### src/rtl/serial_bus_pkg.sv
// Shared definitions for the serial bus transmitter: FSM states, line levels
// and the frame-length calculation used to size the shift register.
package serial_bus_pkg;

   typedef enum logic [1:0] {
      IDLE = 2'd0,
      SEND = 2'd1,
      GAP  = 2'd2
   } state_t;

   // Line levels: the bus idles high, a frame opens with a dominant 0
   localparam logic SOF_BIT   = 1'b0;
   localparam logic EOF_BIT   = 1'b1;
   localparam logic RECESSIVE = 1'b1;

   // SOF + src addr + dest addr + data + CRC + EOF
   function automatic int frame_len(input int addr_w, input int data_w, input int crc_w);
      return 2 + 2 * addr_w + data_w + crc_w;
   endfunction

endpackage

### src/rtl/rr_arbiter.sv
// Round-robin priority select: the lowest requesting index at or above ptr
// wins; if none is at or above ptr, the lowest requesting index overall wins.
// Purely combinational; the pointer register belongs to the parent.
module rr_arbiter #(
   parameter int N     = 16,
   parameter int IDX_W = (N > 1) ? $clog2(N) : 1
) (
   input  logic [N-1:0]     req,
   input  logic [IDX_W-1:0] ptr,
   output logic [N-1:0]     grant,
   output logic [IDX_W-1:0] idx,
   output logic             valid
);

   logic [N-1:0] at_or_above;
   logic [N-1:0] upper_req;
   logic [N-1:0] cand;

   generate
      for (genvar gi = 0; gi < N; gi++) begin : g_mask
         assign at_or_above[gi] = (gi >= int'(ptr));
      end
   endgenerate

   // Requests in the upper window take precedence; otherwise wrap to index 0
   assign upper_req = req & at_or_above;
   assign cand      = (|upper_req) ? upper_req : req;
   assign valid     = |req;

   // Pick the lowest set bit of the candidate vector and encode it
   always_comb begin
      idx   = '0;
      grant = '0;
      for (int i = N - 1; i >= 0; i--) begin
         if (cand[i]) begin
            idx = IDX_W'(i);
         end
      end
      if (valid) begin
         grant[idx] = 1'b1;
      end
   end

endmodule

### src/rtl/serial_bus_tx_arbiter.sv
// Multi-node serial bus transmitter: arbitrates round-robin among N_NODES
// senders, captures the winner's fields into a shift register and drives the
// frame MSB-first onto bus_out, followed by a programmable recessive gap.
module serial_bus_tx_arbiter
   import serial_bus_pkg::*;
#(
   parameter int N_NODES  = 16,
   parameter int DATA_W   = 64,
   parameter int ADDR_W   = 4,
   parameter int CRC_W    = 4,
   parameter int IDLE_GAP = 2
) (
   input  logic                    clock,
   input  logic                    reset,
   input  logic [N_NODES-1:0]      req,
   input  logic [N_NODES*DATA_W-1:0] data_flat,
   input  logic [N_NODES*ADDR_W-1:0] dest_flat,
   input  logic [N_NODES*CRC_W-1:0]  crc_flat,
   output logic [N_NODES-1:0]      ack,
   output logic [N_NODES-1:0]      done,
   output logic [N_NODES-1:0]      grant,
   output logic                    busy,
   output logic                    bus_out,
   output logic [15:0]             frame_cnt
);

   localparam int L          = frame_len(ADDR_W, DATA_W, CRC_W);
   localparam int CNT_W      = $clog2(L + 1);
   localparam int IDX_W      = (N_NODES > 1) ? $clog2(N_NODES) : 1;
   localparam int GAP_W      = (IDLE_GAP > 0) ? $clog2(IDLE_GAP + 1) : 1;
   localparam int GAP_LOAD_I = (IDLE_GAP > 0) ? IDLE_GAP - 1 : 0;
   localparam logic [GAP_W-1:0] GAP_LOAD = GAP_W'(GAP_LOAD_I);

   state_t               state_q, state_d;
   logic [IDX_W-1:0]     ptr_q, ptr_d;
   logic [L-1:0]         shift_q, shift_d;
   logic [CNT_W-1:0]     bit_cnt_q, bit_cnt_d;
   logic [GAP_W-1:0]     gap_cnt_q, gap_cnt_d;
   logic                 bus_out_q, bus_out_d;
   logic                 busy_q, busy_d;
   logic [N_NODES-1:0]   grant_q, grant_d;
   logic [N_NODES-1:0]   ack_q, ack_d;
   logic [N_NODES-1:0]   done_q, done_d;
   logic [15:0]          frame_cnt_q, frame_cnt_d;

   logic [N_NODES-1:0]   win_grant;
   logic [IDX_W-1:0]     win_idx;
   logic                 win_valid;

   logic [DATA_W-1:0]    data_arr [N_NODES];
   logic [ADDR_W-1:0]    dest_arr [N_NODES];
   logic [CRC_W-1:0]     crc_arr  [N_NODES];
   logic [L-1:0]         frame;
   logic                 last_bit;

   generate
      for (genvar gi = 0; gi < N_NODES; gi++) begin : g_fields
         assign data_arr[gi] = data_flat[gi*DATA_W +: DATA_W];
         assign dest_arr[gi] = dest_flat[gi*ADDR_W +: ADDR_W];
         assign crc_arr[gi]  = crc_flat[gi*CRC_W +: CRC_W];
      end
   endgenerate

   rr_arbiter #(
      .N     (N_NODES),
      .IDX_W (IDX_W)
   ) u_rr_arbiter (
      .req   (req),
      .ptr   (ptr_q),
      .grant (win_grant),
      .idx   (win_idx),
      .valid (win_valid)
   );

   // The source address is simply the winning node index
   assign frame = {SOF_BIT, ADDR_W'(win_idx), dest_arr[win_idx],
                   data_arr[win_idx], crc_arr[win_idx], EOF_BIT};

   // bit_cnt counts bits already placed on the line, so L means EOF is out
   assign last_bit = (bit_cnt_q == CNT_W'(L));

   // State and output registers; reset abandons any frame in flight
   always_ff @(posedge clock) begin
      if (reset) begin
         state_q     <= IDLE;
         ptr_q       <= '0;
         shift_q     <= '1;
         bit_cnt_q   <= '0;
         gap_cnt_q   <= '0;
         bus_out_q   <= RECESSIVE;
         busy_q      <= 1'b0;
         grant_q     <= '0;
         ack_q       <= '0;
         done_q      <= '0;
         frame_cnt_q <= '0;
      end else begin
         state_q     <= state_d;
         ptr_q       <= ptr_d;
         shift_q     <= shift_d;
         bit_cnt_q   <= bit_cnt_d;
         gap_cnt_q   <= gap_cnt_d;
         bus_out_q   <= bus_out_d;
         busy_q      <= busy_d;
         grant_q     <= grant_d;
         ack_q       <= ack_d;
         done_q      <= done_d;
         frame_cnt_q <= frame_cnt_d;
      end
   end

   // Next-state logic: IDLE arbitrates, SEND runs L bits, GAP holds the line
   always_comb begin
      state_d = state_q;
      case (state_q)
         IDLE: if (win_valid) state_d = SEND;
         SEND: if (last_bit) state_d = (IDLE_GAP == 0) ? IDLE : GAP;
         GAP:  if (gap_cnt_q == '0) state_d = IDLE;
         default: state_d = IDLE;
      endcase
   end

   // Datapath and registered-output values for each state
   always_comb begin
      ptr_d       = ptr_q;
      shift_d     = shift_q;
      bit_cnt_d   = bit_cnt_q;
      gap_cnt_d   = gap_cnt_q;
      bus_out_d   = RECESSIVE;
      busy_d      = busy_q;
      grant_d     = grant_q;
      ack_d       = '0;
      done_d      = '0;
      frame_cnt_d = frame_cnt_q;
      case (state_q)
         IDLE: begin
            busy_d  = 1'b0;
            grant_d = '0;
            if (win_valid) begin
               // SOF goes straight out; the remaining bits wait in the shifter
               bus_out_d = frame[L-1];
               shift_d   = {frame[L-2:0], RECESSIVE};
               bit_cnt_d = CNT_W'(1);
               grant_d   = win_grant;
               ack_d     = win_grant;
               busy_d    = 1'b1;
               ptr_d     = (win_idx == IDX_W'(N_NODES - 1)) ? '0 : win_idx + IDX_W'(1);
            end
         end
         SEND: begin
            if (last_bit) begin
               done_d      = grant_q;
               grant_d     = '0;
               frame_cnt_d = frame_cnt_q + 16'd1;
               busy_d      = (IDLE_GAP != 0);
               gap_cnt_d   = GAP_LOAD;
            end else begin
               bus_out_d = shift_q[L-1];
               shift_d   = {shift_q[L-2:0], RECESSIVE};
               bit_cnt_d = bit_cnt_q + CNT_W'(1);
            end
         end
         GAP: begin
            if (gap_cnt_q == '0) begin
               busy_d = 1'b0;
            end else begin
               gap_cnt_d = gap_cnt_q - GAP_W'(1);
            end
         end
         default: begin
            busy_d  = 1'b0;
            grant_d = '0;
         end
      endcase
   end

   assign ack       = ack_q;
   assign done      = done_q;
   assign grant     = grant_q;
   assign busy      = busy_q;
   assign bus_out   = bus_out_q;
   assign frame_cnt = frame_cnt_q;

endmodule

### config.mk
export PLATFORM = sky130hd
export DESIGN_NAME = serial_bus_tx_arbiter
export DESIGN_NICKNAME = d
export VERILOG_FILES = /design/src/rtl/serial_bus_pkg.sv /design/src/rtl/rr_arbiter.sv /design/src/rtl/serial_bus_tx_arbiter.sv
export SDC_FILE = /design/constraint.sdc
export NUM_CORES = 1
export LEC_CHECK = 0
export CAP_MARGIN = 0
export CORE_AREA = 3 3 483 485
export CTS_CLUSTER_SIZE = 24
export DETAILED_ROUTE_END_ITERATION = 8
export DIE_AREA = 0 0 486 488
export GPL_TIMING_DRIVEN = 0
export PLACE_DENSITY = 0.3
export RECOVER_POWER = 25
export SYNTH_ARGS = -nofsm -noshare
export SYNTH_HDL_FRONTEND = slang
export SYNTH_SLANG_ARGS = --single-unit
### constraint.sdc
create_clock -name clock -period 4.92 [get_ports clock]
set_input_delay 0.984 -clock clock [delete_from_list [all_inputs] [get_ports clock]]
set_output_delay 0.984 -clock clock [all_outputs]
set_load 0.005 [all_outputs]
==> results of run 1 <==
timing repair:
action | 4_1_cts | 5_1_grt
cloned | 2 | 0
pin swaps | 6 | 4
endpoints found under the hold margin | 0 | 0
setup endpoints to repair | 108 | 66
gates resized for setup | 424 | 38
setup buffers | 10 | 2
flip-flops by register name, summed over array words and instances (netlist names):
register   cells
ptr_q          4
done          16
state_q        2
bit_cnt_q      7
ack           16
busy           1
frame_cnt     16
grant         16
gap_cnt_q      2
bus_out        1
shift_q       76
worst paths after layout:
| check | startpoint | endpoint | slack (ns) | depth (start not counted) |
|---|---|---|---|---|
| setup / recovery | req[9] | shift_q[61]$_SDFFE_PP1P_ | 0.06 | 17 |
| hold / removal | grant[7]$_SDFFE_PP0P_ | grant[7]$_SDFFE_PP0P_ | 0.47 | 1 |
| setup reg to reg | ptr_q[0]$_SDFFE_PP0P_ | shift_q[72]$_SDFFE_PP1P_ | 0.17 | 16 |
| hold reg to reg | grant[7]$_SDFFE_PP0P_ | grant[7]$_SDFFE_PP0P_ | 0.47 | 1 |
stage by stage:
stage                     TNS [ns]  util [%]  hold slack (ns)
after detailed placement   -268.83      14.2            0.464
after global routing      -0.00142      15.3            0.498
after global placement     -373.48      14.1            0.446
final                            0      15.4            0.473
after floorplan                  0         -            0.436
after CTS                        0      15.3            0.484
metal layers:
metal	global-route usage, %	share of wire [%]	up-vias
met1	24.8	42	11300
met4	2.27	1.2	96
li1	-	-	9896
met2	36.0	50	1232
met5	0	0.26	-
met3	5.59	6.9	280
area by class of cell:
cell class	instances	area [um^2]	area share, %
inverter	19	78.8	0.223
clock inverter	12	151	0.429
tap	3026	3790	10.7
multi-input combinational	1488	13600	38.6
buffer	188	1390	3.94
clock buffer	19	443	1.26
sequential	157	3140	8.91
antenna	45	113	0.319
timing repair buffer	1257	12600	35.6
synthesized netlist by cell type (32+ instances only):
master,n
o21bai_1,42
mux2i_1,231
a21o_1,43
a22oi_1,32
o22ai_1,47
o21ai_0,109
a31oi_1,52
nor3_1,81
and2_1,57
mux4_2,121
nor2_1,190
a21oi_1,52
dfxtp_1,157
clkbuf_1,125
o221ai_1,44
nand2_1,59
o41a_1,41
nand3_1,65
kinds of logic (layout without fill, tap and decap cells):
kind of cell	count (synthesis)	after routing	share of synthesized area, %
adder cells (fa/ha/maj)	8	8	0.616
buffers and inverters	207	1495	6.02
AND/OR/NAND/NOR	523	523	15.6
XOR/XNOR	15	15	0.808
AO/OA/AOI/OAI	560	560	24.6
flip-flops	157	157	19.3
multiplexers	382	382	33.1
other	0	45	0
worst register-to-register path, stage by stage, from the launching register on:
cell and delay (ns):
dfxtp_1 0.56, inv_1 0.21, a21o_1 0.22, a221oi_2 0.20, buf_4 0.17, nand3_4 0.15
o311a_4 0.44, o211ai_1 0.17, o211a_4 0.28, nor2_8 0.08, inv_8 0.16, buf_12 0.22
buf_8 0.29, buf_8 0.31, mux2i_2 0.68, o22ai_1 0.17, o41a_1 0.33
power breakdown:
| part | internal [W] | total, W | switching [W] | leakage, nW |
|---|---|---|---|---|
| clock network | 0.000774 | 0.00155 | 0.000779 | 0.290 |
| logic | 0.00488 | 0.0129 | 0.00802 | 10.4 |
| registers | 0.00155 | 0.00190 | 0.000352 | 1.29 |
==> results.json, run 1 <==
{
  "area_delta_synth_final_pct": 117,
  "drive_gt1_share_pct": 15.7,
  "maxCapViolCount": 0,
  "die-width_um": 486,
  "synth_nets": 3030,
  "grt_max_degree": 17,
  "synth_warnings": 0,
  "fmax_ghz": 0.206,
  "via_per_inst": 3.67,
  "synth_edf_count": 0,
  "remaining_drc_errors": 0,
  "routed_wirelength_um": 249000,
  "crit_family": "compound AO/OA/AOI/OAI gates",
  "hp-class": "register to register",
  "synth_top_cell_by_area": "dfxtp_1",
  "final_net_count": 4306,
  "fin_crit_sh_pct": 98.8,
  "dr.pass1.iters": 7,
  "fin_skew_ns": 0.0207,
  "dp.cells": 6121,
  "synthFlopType": "dfxtp_1",
  "gp_congestion": 0.815,
  "layout_min_cycle_time_ns": 4.86,
  "path_class": "input pin to register",
  "end_kind": "register",
  "setup_slack_ns": 0.0579,
  "nFillCells": 26100,
  "leakage_nw": 11.9,
  "die_height_um": 488,
  "antenna_left": 0,
  "pin_count": 1236,
  "grt_first_pass_wirelength_um": 299000,
  "required_ns": 5.35,
  "vias": 22800,
  "power_density_mw_per_mm2": 464,
  "preCtsSetupSlack_ns": -3.32,
  "cts_max_level": 4,
  "hold_viol_final": 0,
  "synth_area_leaders": "dfxtp_1 19%, mux4_2 17%, mux2i_1 14%",
  "syn_inst": 1852,
  "clockBufferDepth": 2,
  "crit_path_max_incr_delay_ns": 0.50,
  "crit_chain": "clkdlybuf4s15_1, a22oi_1, o221a_4, and3_1, buf_4, o41ai_4, a22oi_2, o211a_4, nor2_8, inv_8, buf_16, buf_16, buf_16, buf_12, mux2i_1, o221ai_4, o41a_1",
  "dpl.hpwl_um": 219000,
  "crit_buf_inv": 7,
  "slew_violations": 0,
  "ys_ff_latch": 157,
  "cts-root-buf": "clkbuf_16",
  "cts_made_buffers": 17,
  "mostFrequentLayoutCells": "1173 x clkdlybuf4s50_1, 186 x nor2_1, 157 x dfxtp_1, 128 x mux2i_1, 121 x mux4_2",
  "antenna_found_initial": 199,
  "portBuffers": 1233,
  "cp_max_fo": 11,
  "grt-ovfl-total": 0,
  "std_cell_rows": 176,
  "core_mm2": 0.230,
  "yosys.cell_types.count": 70,
  "hold_buffers": 0,
  "async_reset_ff_share_pct": 0,
  "critPathLaunchType": "input pin",
  "critical-path-slowest-cell": "o41a_1",
  "final_common_cell": "clkdlybuf4s50_1",
  "cts.clk_slew.worst_paths_ns": 0.09,
  "relSlewSlack_pct": 18.2,
  "synth_top_area_share_pct": 19.3,
  "wl_per_cell_um": 40.1,
  "fin_cells": 6211,
  "final_area_mm2": 0.0353,
  "start_util_pct": 7.08,
  "grt_pass1_vias": 23600,
  "status": "finished, final reports clean",
  "grt_util_all_layers_pct": 20.2,
  "tightest_slew_ns": 1.23,
  "cts_tree": "yes",
  "clock_latency_ns": 0.55,
  "syn_area_mm2": 0.0163,
  "first_iter_violations": 1257,
  "synth-seq-area-share_pct": 19.3,
  "die-area_mm2": 0.237,
  "syn_avg_cell_area_um2": 8.78,
  "cp.arrival_ns": 5.29,
  "setup-violations-final": 0,
  "cts.sinks": 157,
  "crit_top_cell": "buf_16",
  "p_total_w": 0.0164,
  "placed_cell_area_mm2": 0.0325,
  "peakVddDrop_mv": 0.352
}
Note: power is estimated with default switching activity, not from simulation.
==> run 2: changes to the inputs <==
Settings changed: ABC_AREA from default to 1, CORE_AREA 3 3 483 485 to 3 3 474 476, DIE_AREA 0 0 486 488 to 0 0 477 479, PLACE_DENSITY 0.3 to default.
==> results.json, run 2 <==
{
  "status": "finished, final reports clean",
  "clockBufferDepth": 2,
  "die-width_um": 477,
  "routed_wirelength_um": 272000,
  "synth_top_area_share_pct": 24.1,
  "placed_cell_area_mm2": 0.0375,
  "multi_input_area_mm2": 0.0149,
  "area_delta_synth_final_pct": 87.5,
  "holdWs_ns": 0.455,
  "start_util_pct": 9.63,
  "maxCapViolCount": 0,
  "core_mm2": 0.221,
  "wl_per_cell_um": 31.8,
  "std_cell_rows": 173,
  "syn_area_mm2": 0.0213,
  "first_iter_violations": 3000,
  "synth_common_cells": "1180 x nand2_1, 1026 x nand3_1, 733 x inv_1",
  "cts_tree": "yes",
  "cts.clk_slew.worst_paths_ns": 0.06,
  "final_area_mm2": 0.0400,
  "syn_inst": 4225,
  "leakage_nw": 18.5,
  "power_density_mw_per_mm2": 375,
  "async_reset_ff_share_pct": 0,
  "setup-violations-final": 0,
  "required_ns": 5.33,
  "vias": 34400,
  "synth_edf_count": 0,
  "cts_made_buffers": 17,
  "via_per_inst": 4.03,
  "grt_first_pass_wirelength_um": 340000,
  "grt-ovfl-total": 0,
  "dp.cells": 8438,
  "pwr-share-seq_pct": 10.1,
  "fin_crit_sh_pct": 97.6,
  "hold_buffers": 0,
  "dpl.hpwl_um": 239000,
  "mostFrequentLayoutCells": "1183 x clkdlybuf4s50_1, 1102 x nand2_1, 965 x nand3_1, 731 x inv_1, 198 x nor2_1",
  "synth_top_cell_by_area": "nand3_1",
  "pin_count": 1236,
  "p_total_w": 0.0150,
  "hp-class": "register to register",
  "tightest_slew_ns": 1.36,
  "grt_max_degree": 17,
  "synthFlopType": "dfxtp_1",
  "switching_power_w": 0.00929,
  "cts_max_level": 4,
  "synth_warnings": 0,
  "synth_nets": 5403,
  "grt_pass1_vias": 33400,
  "final_common_cell": "clkdlybuf4s50_1",
  "relSlewSlack_pct": 9.42,
  "fin_cells": 8545,
  "synth.most_common_cell": "nand2_1",
  "cts.sinks": 157,
  "p_int_w": 0.00569,
  "die-area_mm2": 0.228,
  "cp.arrival_ns": 5.22,
  "largest_reg_flops": 76,
  "dr.pass1.iters": 6,
  "end_kind": "register",
  "grt_util_all_layers_pct": 22.7,
  "p_sw_share_pct": 62.0,
  "ys_ff_latch": 157,
  "syn_avg_cell_area_um2": 5.05,
  "largest-register": "shift_q",
  "cts-root-buf": "clkbuf_16",
  "antenna_found_initial": 178,
  "ff_latch_area_mm2": 0.00314,
  "clock_latency_ns": 0.50,
  "peakVddDrop_mv": 0.149,
  "fmax_ghz": 0.208,
  "final_net_count": 6666,
  "comb_power_share_pct": 80.0,
  "hold_viol_final": 0,
  "remaining_drc_errors": 0,
  "synth-seq-area-share_pct": 14.7,
  "cp_max_fo": 10,
  "path_class": "input pin to register",
  "drive_gt1_share_pct": 8.75,
  "p_clk_share_pct": 9.9,
  "yosys.cell_types.count": 39,
  "die_height_um": 479,
  "antenna_left": 0,
  "portBuffers": 1234,
  "fin_skew_ns": 0.0402,
  "nFillCells": 25900,
  "critPathLaunchType": "input pin",
  "layout_min_cycle_time_ns": 4.80,
  "synth_area_leaders": "nand3_1 24%, nand2_1 21%, dfxtp_1 15%",
  "slew_violations": 0,
  "gp_congestion": 0.983,
  "final_core_util_pct": 18.1
}
==> run 2: changes by cell type in the layout (fill, tap and decap cells not counted), sizes merged, moves of 69 or more <==
| cell | before | now |
|---|---|---|
| a21oi | 52 | 173 |
| inv | 26 | 742 |
| mux2i | 231 | 0 |
| mux4 | 121 | 0 |
| nand2 | 60 | 1184 |
| nand3 | 66 | 1026 |
| nand3b | 1 | 179 |
| nor3 | 81 | 12 |
==> run 2: power groups by stage <==
stage,Sequential (W),Combinational [W],Clock (W)
6_report,0.00151,0.0120,0.00149
5_1_grt,0.00153,0.0127,0.00157
4_1_cts,0.00151,0.0118,0.00152
3_5_place_dp,0.00153,0.0113,0
3_3_place_gp,0.00153,0.0113,0
2_1_floorplan,0.00152,0.00454,0
==> run 2: through the flow <==
| stage | TNS, ns | setup WS (ns) |
|---|---|---|
| after CTS | -0.518 | -0.150 |
| after global placement | -226.37 | -3.13 |
| final | 0 | 0.118 |
| after global routing | -0.0153 | -0.00848 |
| after detailed placement | -194.56 | -2.32 |
| after floorplan | 0 | 1.30 |
==> run 2: path summary, 6_finish.rpt <==
| kind | from | slack (ns) | cells after the start | to |
|---|---|---|---|---|
| setup / recovery | req[4] | 0.12 | 24 | shift_q[46]$_SDFFE_PP1P_ |
| hold reg to reg | grant[12]$_SDFFE_PP0P_ | 0.46 | 2 | done[12]$_SDFF_PP0_ |
| hold / removal | grant[12]$_SDFFE_PP0P_ | 0.46 | 2 | done[12]$_SDFF_PP0_ |
| setup reg to reg | ptr_q[3]$_SDFFE_PP0P_ | 0.53 | 31 | shift_q[56]$_SDFFE_PP1P_ |
==> run 2: kinds of logic (layout without fill, tap and decap cells) <==
kind of cell / count (synthesis) / count (layout) / share of synthesized area [%]
AOI/OAI and AO/OA: 343 / 343 / 8.89
buffers and inverters: 1072 / 2347 / 19.8
other: 0 / 70 / 0
xor gates and xnor gates: 1 / 1 / 0.0411
and+or+nand+nor: 2644 / 2644 / 56.1
adders and majority gates: 8 / 8 / 0.469
DFF: 157 / 157 / 14.7
==> run 2: cell type report <==
type	instances	area share [%]
diodes	70	0.438
well taps	2975	9.31
clock buffers	21	1.18
inverters	740	6.97
flip-flops and latches	157	7.86
repair buffers	1245	31.3
multi-input cells	2996	37.3
plain buffers	331	5.33
clock inverters	10	0.382
==> run 2: repair_timing <==
| item | CTS | global route |
|---|---|---|
| pin swaps | 3 | 16 |
| buffers inserted | 4 | 3 |
| gates resized for setup | 340 | 256 |
| endpoints found under the setup margin | 110 | 105 |
==> run 2: worst max-delay path, stage by stage <==
cell	delay, ns
clkdlybuf4s50_1	0.56
inv_2	0.07
nor2_1	0.09
nand2_1	0.08
nand4_1	0.12
nor2_2	0.08
nand2_4	0.13
inv_4	0.07
a21oi_1	0.17
inv_1	0.06
nor2_1	0.21
a21oi_1	0.10
o21ai_0	0.26
nand3_2	0.13
buf_12	0.18
inv_1	0.09
buf_4	0.32
clkbuf_2	0.40
nand2_1	0.10
o21ai_1	0.39
a21oi_1	0.22
nand2_2	0.21
nand2_1	0.08
nand2_1	0.05
==> run 2: metal layers <==
layer,routed length (um),up-vias,GRT usage (%)
met5,758,-,0
met4,12400,116,8.39
met3,22700,470,6.37
met2,127000,1977,38.8
met1,109000,15900,27.0
li1,-,15900,-
==> run 3: changes to the inputs <==
Settings changed: GPL_ROUTABILITY_DRIVEN from default to 0.
==> results.json, run 3 (synthesis results as in run 2) <==
{
  "status": "finished, final reports clean",
  "cp_max_fo": 10,
  "placed_cell_area_mm2": 0.0375,
  "drive_gt1_share_pct": 8.40,
  "die-area_mm2": 0.228,
  "via_per_inst": 4.05,
  "relSlewSlack_pct": 5.54,
  "antenna_found_initial": 195,
  "leakage_nw": 18.4,
  "crit_family": "simple AND/OR/NAND/NOR gates",
  "setup-violations-final": 0,
  "layout_min_cycle_time_ns": 4.80,
  "grt_first_pass_wirelength_um": 334000,
  "clock_latency_ns": 0.50,
  "cp.arrival_ns": 5.21,
  "crit_buf_inv": 5,
  "grt_util_all_layers_pct": 22.4,
  "cts.clk_slew.worst_paths_ns": 0.07,
  "largest_reg_flops": 76,
  "critical-path-slowest-cell": "clkdlybuf4s50_1",
  "peakVddDrop_mv": 0.245,
  "vias": 34700,
  "grt-ovfl-total": 0,
  "std_cell_rows": 173,
  "routed_wirelength_um": 269000,
  "fin_cells": 8553,
  "fmax_ghz": 0.208,
  "grt_max_degree": 17,
  "setup_slack_ns": 0.124,
  "nFillCells": 25900,
  "die_height_um": 479,
  "cts_made_buffers": 17,
  "cts.sinks": 157,
  "area_delta_synth_final_pct": 86.6,
  "path_class": "input pin to register",
  "final_net_count": 6665,
  "dpl.hpwl_um": 236000,
  "wl_per_cell_um": 31.5,
  "required_ns": 5.34,
  "pin_count": 1236,
  "cts_tree": "yes",
  "cts-root-buf": "clkbuf_16",
  "portBuffers": 1234,
  "crit_top_cell": "nand2_1",
  "multi_input_area_mm2": 0.0148,
  "end_kind": "register",
  "start_util_pct": 9.63,
  "cts_max_level": 4,
  "holdWs_ns": 0.456,
  "crit_chain": "clkdlybuf4s50_1, nand2_1, nor2_1, nor2_1, nand2_1, nor2_2, nand2_4, inv_2, o21ai_1, inv_1, nor2_1, nand2_1, a21oi_1, o21ai_1, nand3_4, clkbuf_4, clkbuf_1, nand3_1, nand2_1, nand2_1, nand3_2, o21bai_1, nand2_1",
  "fin_crit_sh_pct": 97.5,
  "fin_skew_ns": 0.0320,
  "largest-register": "shift_q",
  "grt_pass1_vias": 32800,
  "clockBufferDepth": 2,
  "hold_viol_final": 0,
  "power_density_mw_per_mm2": 370,
  "final_area_mm2": 0.0398,
  "maxCapViolCount": 0,
  "dr.pass1.iters": 6,
  "ff_latch_area_mm2": 0.00314,
  "die-width_um": 477,
  "critPathLaunchType": "input pin",
  "tightest_slew_ns": 1.42,
  "preCtsSetupSlack_ns": -2.35,
  "p_total_w": 0.0147,
  "core_mm2": 0.221,
  "mostFrequentLayoutCells": "1182 x clkdlybuf4s50_1, 1111 x nand2_1, 968 x nand3_1, 732 x inv_1, 199 x nor2_1",
  "final_common_cell": "clkdlybuf4s50_1",
  "dp.cells": 8438,
  "crit_path_max_incr_delay_ns": 0.57,
  "antenna_left": 0,
  "remaining_drc_errors": 0,
  "first_iter_violations": 3262,
  "rsz0062_at_grt": "yes",
  "hp-class": "register to register",
  "slew_violations": 0
}
run 3: worst paths after layout:
check        cells after the start              startpoint  slack, ns                  endpoint
max                             23                  req[2]       0.12  shift_q[62]$_SDFFE_PP1P_
min                              2  grant[14]$_SDFFE_PP0P_       0.46       done[14]$_SDFF_PP0_
max reg2reg                     24   ptr_q[3]$_SDFFE_PP0P_       0.61  shift_q[62]$_SDFFE_PP1P_
min reg2reg                      2  grant[14]$_SDFFE_PP0P_       0.46       done[14]$_SDFF_PP0_
run 3: area by class of cell:
type,instances,area share [%]
antenna,78,0.490
buffer,331,5.11
clock buffer,21,1.21
clock inverter,11,0.267
inverter,740,7.01
multi-input combinational,2996,37.2
sequential,157,7.90
tap,2975,9.35
timing repair buffer,1244,31.4
run 3: worst min-delay path: stages, from the launching register on:
cell	delay [ns]
dfxtp_1	0.31
inv_1	0.06
nor2_1	0.04
run 3: metal layers:
layer	track usage, %	share of wire (%)	vias to the layer above
met1	25.7	39	16000
met4	9.57	5.1	130
li1	-	-	15900
met5	0	0.30	-
met2	37.6	46	2077
met3	7.90	9.5	529
run 3: repair_timing:
action,in CTS,in global routing
pin swaps,7,12
setup endpoints to repair,110,105
buffers inserted,5,1
resized for setup,340,206
hold buffers,0,0
run 3: power breakdown:
part,total (W),internal [W],leakage (nW),switching (W)
combinational,0.0118,0.00334,16.8,0.00847
sequential,0.00151,0.00143,1.29,0.0000802
clock,0.00141,0.000756,0.288,0.000651
total,0.0147,0.00553,18.4,0.00921
run 3: stage by stage:
step	TNS, ns	util [%]
floorplan	0	-
global placement	-222.46	16.9
detailed placement	-193.11	16.9
CTS	0	17.6
global route	-0.124	17.9
finish	0	18.0
